===== src/rtl/uart_rx_fifo_pkg.sv =====
// Shared constants and types for the UART receive FIFO.
package uart_rx_fifo_pkg;

    localparam int OVERSAMPLE_RATE  = 16;
    localparam int RX_FIFO_DEPTH    = 16;
    localparam int RX_FIFO_WIDTH    = 8;
    localparam int RX_FIFO_THRESH   = 8;
    // Four character times (10 bits each) at the receiver oversample rate.
    localparam int RX_TIMEOUT_TICKS = 40 * OVERSAMPLE_RATE;

    // One stored entry: frame-error tag above the received byte.
    typedef struct packed {
        logic       err;
        logic [7:0] data;
    } rx_entry_t;

    // Occupancy needs one bit more than the pointer to represent "full".
    function automatic int count_width(input int depth);
        return $clog2(depth) + 1;
    endfunction

endpackage


===== src/rtl/uart_rx_fifo_if.sv =====
// Receiver-side push signals plus the bus-side read port and status flags.
interface uart_rx_fifo_if
    import uart_rx_fifo_pkg::*;
#(
    parameter int WIDTH = RX_FIFO_WIDTH,
    parameter int DEPTH = RX_FIFO_DEPTH
);
    logic                          rx_done;
    logic [WIDTH-1:0]              rx_data;
    logic                          rx_err;
    logic                          s_tick;
    logic                          rd_ready;
    logic                          clr_ovr;
    logic                          flush;
    logic                          rd_valid;
    logic [WIDTH-1:0]              rd_data;
    logic                          rd_err;
    logic [count_width(DEPTH)-1:0] count;
    logic                          full;
    logic                          overrun;
    logic                          thresh_irq;
    logic                          timeout_irq;

    // Driver side: receiver strobes, consumer handshake and control.
    modport master (
        output rx_done, rx_data, rx_err, s_tick, rd_ready, clr_ovr, flush,
        input  rd_valid, rd_data, rd_err, count, full, overrun, thresh_irq, timeout_irq
    );

    // FIFO side.
    modport slave (
        input  rx_done, rx_data, rx_err, s_tick, rd_ready, clr_ovr, flush,
        output rd_valid, rd_data, rd_err, count, full, overrun, thresh_irq, timeout_irq
    );
endinterface


===== src/rtl/uart_rx_fifo_timeout.sv =====
// Saturating idle-tick counter and registered character-timeout interrupt.
module uart_rx_fifo_timeout #(
    parameter int TIMEOUT_TICKS = 640
) (
    input  logic clk,
    input  logic srst,
    input  logic clear,          // push, pop, flush or FIFO empty this cycle
    input  logic s_tick,
    input  logic nonempty_next,  // FIFO will hold data after this edge
    output logic timeout_irq
);
    localparam int TW = $clog2(TIMEOUT_TICKS + 1);
    localparam logic [TW-1:0] LIMIT = TW'(TIMEOUT_TICKS);

    logic [TW-1:0] idle_reg;
    logic [TW-1:0] idle_next;
    logic          irq_reg;

    // Next idle count: restart on activity, otherwise count ticks up to the limit.
    always_comb begin
        idle_next = idle_reg;
        if (clear) begin
            idle_next = '0;
        end else if (s_tick && (idle_reg != LIMIT)) begin
            idle_next = idle_reg + TW'(1);
        end
    end

    // Interrupt is computed from the next state so it rises the cycle after the limiting tick.
    always_ff @(posedge clk) begin
        if (srst) begin
            idle_reg <= '0;
            irq_reg  <= 1'b0;
        end else begin
            idle_reg <= idle_next;
            irq_reg  <= (idle_next == LIMIT) && nonempty_next;
        end
    end

    assign timeout_irq = irq_reg;

endmodule


===== src/rtl/uart_rx_fifo.sv =====
// Circular receive FIFO with show-ahead read port, overrun flag and level/timeout interrupts.
module uart_rx_fifo
    import uart_rx_fifo_pkg::*;
#(
    parameter int DEPTH         = RX_FIFO_DEPTH,
    parameter int WIDTH         = RX_FIFO_WIDTH,
    parameter int THRESH        = RX_FIFO_THRESH,
    parameter int TIMEOUT_TICKS = RX_TIMEOUT_TICKS
) (
    input  logic          clk,
    input  logic          rstN,   // synchronous, active-high
    uart_rx_fifo_if.slave bus
);
    localparam int AW = $clog2(DEPTH);
    localparam int CW = AW + 1;
    localparam logic [CW-1:0] DEPTH_C  = CW'(DEPTH);
    localparam logic [CW-1:0] THRESH_C = CW'(THRESH);

    logic [WIDTH:0]  mem [DEPTH];
    logic [WIDTH:0]  head;

    logic [AW-1:0]   wr_ptr_reg, wr_ptr_next;
    logic [AW-1:0]   rd_ptr_reg, rd_ptr_next;
    logic [CW-1:0]   count_reg, count_next;
    logic            full_reg, full_next;
    logic            thresh_reg, thresh_next;
    logic            overrun_reg, overrun_next;
    logic            pop, push, drop, tmo_clear;

    // Handshake decode and next-state for pointers, occupancy and flags.
    always_comb begin
        pop  = (count_reg != '0) && bus.rd_ready;
        // A pop in the same cycle frees the slot, so a full FIFO still accepts.
        push = bus.rx_done && (!full_reg || pop);
        // A byte arriving during flush is discarded by the flush, not counted as overrun.
        drop = bus.rx_done && full_reg && !pop && !bus.flush;

        if (bus.flush) begin
            wr_ptr_next = '0;
            rd_ptr_next = '0;
            count_next  = '0;
        end else begin
            wr_ptr_next = push ? wr_ptr_reg + AW'(1) : wr_ptr_reg;
            rd_ptr_next = pop  ? rd_ptr_reg + AW'(1) : rd_ptr_reg;
            count_next  = count_reg + CW'(push) - CW'(pop);
        end

        full_next    = (count_next == DEPTH_C);
        thresh_next  = (count_next >= THRESH_C);
        // Set wins over clear when both happen together.
        overrun_next = drop ? 1'b1 : (bus.clr_ovr ? 1'b0 : overrun_reg);
        tmo_clear    = push || pop || bus.flush || (count_reg == '0);
    end

    // Control state; flags are registered alongside the count they summarise.
    always_ff @(posedge clk) begin
        if (rstN) begin
            wr_ptr_reg  <= '0;
            rd_ptr_reg  <= '0;
            count_reg   <= '0;
            full_reg    <= 1'b0;
            thresh_reg  <= 1'b0;
            overrun_reg <= 1'b0;
        end else begin
            wr_ptr_reg  <= wr_ptr_next;
            rd_ptr_reg  <= rd_ptr_next;
            count_reg   <= count_next;
            full_reg    <= full_next;
            thresh_reg  <= thresh_next;
            overrun_reg <= overrun_next;
        end
    end

    // Entry storage; contents are never reset.
    always_ff @(posedge clk) begin
        if (!rstN && push && !bus.flush) begin
            mem[wr_ptr_reg] <= {bus.rx_err, bus.rx_data};
        end
    end

    uart_rx_fifo_timeout #(
        .TIMEOUT_TICKS (TIMEOUT_TICKS)
    ) u_timeout (
        .clk           (clk),
        .srst          (rstN),
        .clear         (tmo_clear),
        .s_tick        (bus.s_tick),
        .nonempty_next (count_next != '0),
        .timeout_irq   (bus.timeout_irq)
    );

    // Show-ahead read of the head entry.
    assign head         = mem[rd_ptr_reg];
    assign bus.rd_data  = head[WIDTH-1:0];
    assign bus.rd_err   = head[WIDTH];
    assign bus.rd_valid = (count_reg != '0);
    assign bus.count    = count_reg;
    assign bus.full     = full_reg;
    assign bus.thresh_irq = thresh_reg;
    assign bus.overrun  = overrun_reg;

endmodule


===== src/flat_wrapper.sv =====
// flat-port wrapper written by rule: the top's interface ports become plain ports
module uart_rx_fifo_flat import uart_rx_fifo_pkg::*;
#(
    parameter int DEPTH         = RX_FIFO_DEPTH,
    parameter int WIDTH         = RX_FIFO_WIDTH,
    parameter int THRESH        = RX_FIFO_THRESH,
    parameter int TIMEOUT_TICKS = RX_TIMEOUT_TICKS
)
  (clk, rstN, bus_rx_done, bus_rx_data, bus_rx_err, bus_s_tick, bus_rd_ready, bus_clr_ovr, bus_flush, bus_rd_valid, bus_rd_data, bus_rd_err, bus_count, bus_full, bus_overrun, bus_thresh_irq, bus_timeout_irq);
  uart_rx_fifo_if #(.WIDTH(WIDTH), .DEPTH(DEPTH)) bus_i ();
  input  logic clk;
  input  logic rstN;
  input wire logic [$bits(bus_i.rx_done)-1:0] bus_rx_done;
  input wire logic [$bits(bus_i.rx_data)-1:0] bus_rx_data;
  input wire logic [$bits(bus_i.rx_err)-1:0] bus_rx_err;
  input wire logic [$bits(bus_i.s_tick)-1:0] bus_s_tick;
  input wire logic [$bits(bus_i.rd_ready)-1:0] bus_rd_ready;
  input wire logic [$bits(bus_i.clr_ovr)-1:0] bus_clr_ovr;
  input wire logic [$bits(bus_i.flush)-1:0] bus_flush;
  output wire logic [$bits(bus_i.rd_valid)-1:0] bus_rd_valid;
  output wire logic [$bits(bus_i.rd_data)-1:0] bus_rd_data;
  output wire logic [$bits(bus_i.rd_err)-1:0] bus_rd_err;
  output wire logic [$bits(bus_i.count)-1:0] bus_count;
  output wire logic [$bits(bus_i.full)-1:0] bus_full;
  output wire logic [$bits(bus_i.overrun)-1:0] bus_overrun;
  output wire logic [$bits(bus_i.thresh_irq)-1:0] bus_thresh_irq;
  output wire logic [$bits(bus_i.timeout_irq)-1:0] bus_timeout_irq;
  assign bus_i.rx_done = bus_rx_done;
  assign bus_i.rx_data = bus_rx_data;
  assign bus_i.rx_err = bus_rx_err;
  assign bus_i.s_tick = bus_s_tick;
  assign bus_i.rd_ready = bus_rd_ready;
  assign bus_i.clr_ovr = bus_clr_ovr;
  assign bus_i.flush = bus_flush;
  assign bus_rd_valid = bus_i.rd_valid;
  assign bus_rd_data = bus_i.rd_data;
  assign bus_rd_err = bus_i.rd_err;
  assign bus_count = bus_i.count;
  assign bus_full = bus_i.full;
  assign bus_overrun = bus_i.overrun;
  assign bus_thresh_irq = bus_i.thresh_irq;
  assign bus_timeout_irq = bus_i.timeout_irq;
  uart_rx_fifo #(.DEPTH(DEPTH), .WIDTH(WIDTH), .THRESH(THRESH), .TIMEOUT_TICKS(TIMEOUT_TICKS)) u_core (.clk(clk), .rstN(rstN), .bus(bus_i));
endmodule

===== config.mk =====
export PLATFORM = sky130hd
export DESIGN_NAME = uart_rx_fifo_flat
export DESIGN_NICKNAME = d
export VERILOG_FILES = /design/src/rtl/uart_rx_fifo_pkg.sv /design/src/rtl/uart_rx_fifo_if.sv /design/src/rtl/uart_rx_fifo_timeout.sv /design/src/rtl/uart_rx_fifo.sv /design/src/flat_wrapper.sv
export SDC_FILE = /design/constraint.sdc
export NUM_CORES = 1
export LEC_CHECK = 0
export BUFFER_PORTS_ARGS = -buffer_cell sky130_fd_sc_hd__buf_2
export CAP_MARGIN = 20
export CORE_ASPECT_RATIO = 0.9
export CORE_UTILIZATION = 68
export CTS_BUF_LIST = sky130_fd_sc_hd__clkbuf_8
export DETAILED_ROUTE_END_ITERATION = 10
export PLACE_DENSITY_LB_ADDON = 0.1
export RECOVER_POWER = 100
export SETUP_SLACK_MARGIN = 0.15
export SLEW_MARGIN = 30
export SYNTH_ARGS = -nofsm -noshare
export SYNTH_HDL_FRONTEND = slang
export SYNTH_HIERARCHICAL = 1
export SYNTH_SLANG_ARGS = --single-unit

===== constraint.sdc =====
create_clock -name clk -period 7.02 [get_ports clk]
set_input_delay 0.351 -clock clk [delete_from_list [all_inputs] [get_ports clk]]
set_output_delay 0.351 -clock clk [all_outputs]
set_load 0.03 [all_outputs]

=== Word-level counts from Yosys, hierarchy flattened ===
Memory sizes are Yosys's and may differ from the RTL's. A register that Yosys moved wholly into a read port is not among the register bits.
Index checks and enable logic that the tools add are counted.

* $add $sub $neg: 5
* Multipliers: 0
* Div/mod/pow operators: 0
* Order comparisons: 1
* Equality and inequality tests: 3
* Shift operators: 0
* Muxes and demuxes: 9
* Bitwise operators: 0
* Reductions and logical operators: 22

{| class="wikitable"
|+ Operator list
! cell !! count
|-
| $mux 10 || 2
|-
| $add 10x1->10 const B || 1
|-
| $eq 10x10->1 const B || 1
|-
| $ne 10x10->1 const B || 1
|-
| $reduce_bool 5->1 || 2
|-
| $logic_and 1x1->1 || 9
|-
| $add 4x1->4 const B || 2
|-
| $mux 4 || 2
|-
| $add 5x1->5 || 1
|-
| $eq 5x5->1 const B || 1
|-
| $ge 5x4->1 const B || 1
|-
| $logic_not 5->1 || 1
|-
| $mux 5 || 1
|-
| $sub 5x1->5 || 1
|-
| $logic_not 1->1 || 4
|-
| $logic_or 1x1->1 || 4
|-
| $mux 1 || 4
|-
| $reduce_bool 2->1 || 1
|-
| $reduce_or 2->1 || 1
|}

* Register bits: 27
* Bits in latches: 0
* RAM bits: 144
* Memory bits (read-only): 0
* Input port bits: 16
* Output and inout port bits: 19
* Logic and storage cells: 49
* Memories kept: 1

{| class="wikitable"
|+ Memories
! name !! words !! bits a word !! read ports !! clocked after memory_dff !! wr ports !! line !! RTL
|-
| u_core.mem || 16 || 9 || 1 || 1 || 1 || uart_rx_fifo.sv:19 || <nowiki>logic [WIDTH:0] mem [DEPTH];</nowiki>
|}

=== Logic depth before layout (Yosys ltp) ===
* Word-level depth: 10
* Depth in mapped cells: 15
* Depth with buffers taken out: 15

=== Hierarchy ===
Netlist, hierarchy kept.

{| class="wikitable"
|+ Modules (own cells, without submodules)
! module !! times used !! cells an instance !! area each (um^2) !! sequential area each (um^2)
|-
| uart_rx_fifo || 1 || 350 || 6,560.0 || 4,724.5
|-
| uart_rx_fifo_timeout || 1 || 69 || 606.8 || 220.2
|}

=== Worst setup path before layout ===
No wires, ideal clock.

* Kind: register to register
* Start: reg u_core.count_reg[2], in the netlist u_core/bus.count[2]
* End: reg u_core.u_timeout.irq_reg, in the netlist u_core/u_timeout/timeout_irq
* Library setup time: 0.117 ns
* Data arrival time: 3.046 ns
* Data required time: 6.903 ns
* Slack: 3.857 ns
* Stages on the path, launching flop included: 16
* Path buffers: 0
* Clock period less this slack: 3.163 ns
* Cells stage by stage: dfxtp_1 inv_1 ha_1 nor4b_4 o21ai_2 nand2_1 ha_1 ha_1 inv_1 fa_1 nand2b_1 a21oi_1 xnor2_1 a31oi_1 o2111ai_1 and4bb_2

* Cells in the longest elaborated chain, start to end: 10
* Elaborated cells between the ends (all ways): 15
* Classes of those cells: 2 x add/sub; 1 x eq/ne; 2 x mux; 10 x reduce/logical

{| class="wikitable"
|+ RTL lines
! element !! line !! RTL
|-
| start: declaration || uart_rx_fifo.sv:24 || <nowiki>logic [CW-1:0] count_reg, count_next;</nowiki>
|-
| start signal: assignment || uart_rx_fifo.sv:67 || <nowiki>count_reg <= count_next;</nowiki>
|-
| parallel branches: the longest is 9 deep, another holds $add 5x1->5 || -- ||
|-
| $logic_and 1x1->1 (*) || uart_rx_fifo_timeout.sv:36 || <nowiki>irq_reg <= (idle_next == LIMIT) && nonempty_next;</nowiki>
|-
| end signal: assignment || uart_rx_fifo_timeout.sv:36 ||
|-
| end: declaration || uart_rx_fifo_timeout.sv:17 || <nowiki>logic irq_reg;</nowiki>
|}

Every way passes the cells marked *.
A chain may end at the register's enable or synchronous reset.

==> summary.md <==
| Metric | Value |
|---|---|
| Critical path type | `reg -> out` |
| Relative slew slack | `-90.2%` |
| Seq/Total Area, Yosys | `69.0%` |
| Min-Delay Endpoint | `u_core/bus.overrun$_SDFFE_PP0P_` |
| Total CTS buffers | `17` |
| Fin crit share | `64.7%` |
| Post-DP HPWL | `8440 um` |
| Hold Path Stages | `2` |
| Syn Nets | `450` |
| R2R setup slack | `3.12 ns` |
| Core footprint | `10200 um2` |
| Tmin final | `4.54 ns` |
| Initial DRC count | `319` |
| TritonCTS clock tree | `yes` |
| Final count of negative-setup-slack endpoints | `0` |
| Nets@finish | `490` |
| Syn Area/Cell | `17.1 um2` |
| Worst-skew pair later-pin latency | `0.45 ns` |
| Critical R2R Capture | `u_core/u_timeout/timeout_irq$_SDFF_PP0_` |
| Worst vdd ir | `0.000264 V` |
| Hold WS | `0.113 ns` |
| Worst-case clock buffer depth | `2` |
| Total vias in the final route | `3780` |
| Worst Path Arrival | `4.19 ns` |
| #FFs+latches synth | `175` |
| Final wirelength | `13300 um` |
| Reg area | `4950 um2` |
| Primary FF master, synth | `edfxtp_1` |
| Min-delay src | `rstN` |
| Clock skew | `0.0127 ns` |
| # diodes | `0` |
| Clk pin slew, worst setup/hold paths | `0.08 ns` |
| First-pass GRT wire length | `20500 um` |
| Biggest area consumer among synthesized cells | `edfxtp_1` |
| Final setup margin | `2.48 ns` |
| Simple-gate share of the synthesized area | `7.40%` |
| Critical path startpoint category | `flip-flop` |
| Number of synthesized flops with an enable pin | `144` |
| Pin slew with the least headroom to its limit | `2.85 ns` |
| Gpl congestion | `0.804` |
| Cts repair resizes | `0` |
| Worst-path maximum fanout | `36` |
| Die Wd | `110 um` |
| Hold Fails Final Rpt | `0` |
| CP peak stage delay | `2.01 ns` |
| Number of global-route vias before repair | `3905` |
| Status | `complete, but fails checks` |
| H-tree depth | `4` |
| R2r worst-path depth | `15` |
| Initial antenna violation count | `0` |
| Post-CTS setup buffer count | `0` |
| Total power | `2190 uW` |
| Violated checks | `capacitance limit, slew limit` |
| FFs w/ async S/R, synth | `0%` |
| DRC Markers | `0` |
| Die height | `99.4 um` |
| Share of cells above drive strength 1 | `14.8%` |
| Row Count | `35` |
| Adder-cell area share of the yosys netlist | `2.72%` |
| Clock sink total | `175` |
| Min-delay worst type | `in -> reg` |
| Top cells by area, synth | `edfxtp_1 (60%), dfxtp_1 (8.7%), mux4_2 (6.9%), mux4_1 (5.1%), ha_1 (2.4%)` |
| PD cells | `283 nW/um2` |
| Initial Utilization | `69.9%` |
| Post-route ant nets | `0` |
| Crit end category | `output pin` |
| Max FFs per register | `144` |
| Largest family of logic cells by synthesized area | `multiplexers` |
| Worst Path Required | `6.67 ns` |
| IO Port Bufs | `34` |
| Top-area cell type share of the netlist area | `60.3%` |
| Fill cells | `627` |
| Post-Syn Instances | `419` |
| Layout area overhead | `8.10%` |
| Reg-to-Reg Start | `u_core/bus.count[3]$_SDFF_PP0_` |
| IO Pins | `35` |
| Gr usage total | `26.8%` |
| GRT overflow | `0` |
| Mapped Area | `7170 um2` |
| Warnings from Yosys | `6` |
| Largest net degree at the start of global routing | `37` |
| Xor and xnor area share after synthesis | `2.08%` |
| Hold_buf cts | `0` |
| RSZ-0062 raised after global routing | `no` |
| Setup TNS | `0 ns` |
| Worst-path cell chain | `clkbuf_1 > mux4_1 > a22oi_1 > nand2_1 > clkbuf_1` |
| Pre-antenna DRT Iters | `6` |
| Final core occ | `75.6%` |
| CTS root buffer | `clkbuf_8` |
| Cell mode on critical path | `clkbuf_1` |
| Reported max-cap violation count | `1` |
| Fmax | `220 MHz` |
| Top-count cell post-synth | `edfxtp_1` |
| Routed vias/inst | `6.29` |
| Slew Viols, Final | `37` |
| Top cells by count, synth | `edfxtp_1 (144), nor2_1 (41), dfxtp_1 (31)` |
| Slowest-stage cell, CP | `clkbuf_1` |
| Leak pwr | `0.00249 uW` |
| Detailed-route wire length per cell | `22.2 um` |
| Pre-CTS setup slack | `3.72 ns` |
| Mux cell area share after synthesis | `12.6%` |
| Complex-gate fraction of the synthesized area | `3.79%` |
| Die area | `11000 um2` |
| Area of the multi-input gates | `2030 um2` |
| Yosys cell types | `51` |
==> where the power goes <==
group | switching, uW | leakage [uW] | internal [uW]
clock | 348 | 0.000206 | 351
combinational | 212 | 0.000740 | 133
sequential | 12.6 | 0.00155 | 1140
==> worst max path at each step <==
stage / startpoint / end / slack (ns) / cells past startpoint
3_5_place_dp: u_core/bus.count[3]$_SDFF_PP0_ / u_core/u_timeout/timeout_irq$_SDFF_PP0_ / 3.72 / 15
6_report: flip-flop / bus_rd_data[4] / 2.48 / 5
5_1_grt: flip-flop / bus_rd_data[3] / 2.06 / 5
2_1_floorplan: u_core/bus.count[2]$_SDFF_PP0_ / u_core/u_timeout/timeout_irq$_SDFF_PP0_ / 3.86 / 15
4_1_cts: u_core/bus.count[3]$_SDFF_PP0_ / u_core/u_timeout/timeout_irq$_SDFF_PP0_ / 3.69 / 15
3_3_place_gp: u_core/bus.count[3]$_SDFF_PP0_ / u_core/u_timeout/timeout_irq$_SDFF_PP0_ / 3.90 / 15
==> cell usage in the layout, fill, tap and decap left out, types with 3 or more instances in the layout <==
cell and instances:
a21oi_1 8, a22oi_1 18, buf_2 7, bufinv_16 3
clkbuf_1 28, clkbuf_8 17, clkinv_2 3, clkinv_4 3
clkinvlp_4 3, dfxtp_1 30, edfxtp_1 144, ha_1 14
inv_1 15, mux4_1 14, mux4_2 22, nand2_1 21
nand3_1 12, nor2_1 41, nor3_1 4, o21ai_0 3
or3_1 3, xnor2_1 9, xor2_1 8
==> cells by family (layout without fill, tap and decap cells) <==
group | count (synthesis) | after routing
muxes | 40 | 40
AOI/OAI and AO/OA | 38 | 38
adders and majority gates | 15 | 15
DFF | 175 | 175
buffers and inverters | 29 | 82
and+or+nand+nor | 105 | 105
xor gates and xnor gates | 17 | 17
==> metal layers <==
layer	global-route usage [%]	part of all wire, %
met5	0	0
met4	10.4	2.0
met3	7.34	6.3
met2	43.9	50
met1	34.4	42
==> metrics by stage <==
stage          cells  instance area (um2)
2_1_floorplan    419                 7170
4_1_cts          601                 7810
6_report         601                 7750
3_5_place_dp     569                 7400
5_1_grt          601                 7750
3_3_place_gp     569                 7400
==> critical path: cells and delay by family, from the launching register on <==
kind | cells | cell delay (ns)
simple gates | 1 | 0.12
buf+inv | 2 | 2.24
compound gates | 1 | 0.29
mux | 1 | 0.75
flops | 1 | 0.32
==> area by class of cell <==
class	instances	area share, %
repair buffers	36	1.91
multi-input cells	215	26.2
clock buffers	17	3.02
inverters	14	0.678
clock inverters	15	2.23
well taps	129	2.08
flip-flops and latches	175	63.8
No activity file was read; power rests on OpenSTA's default activity.
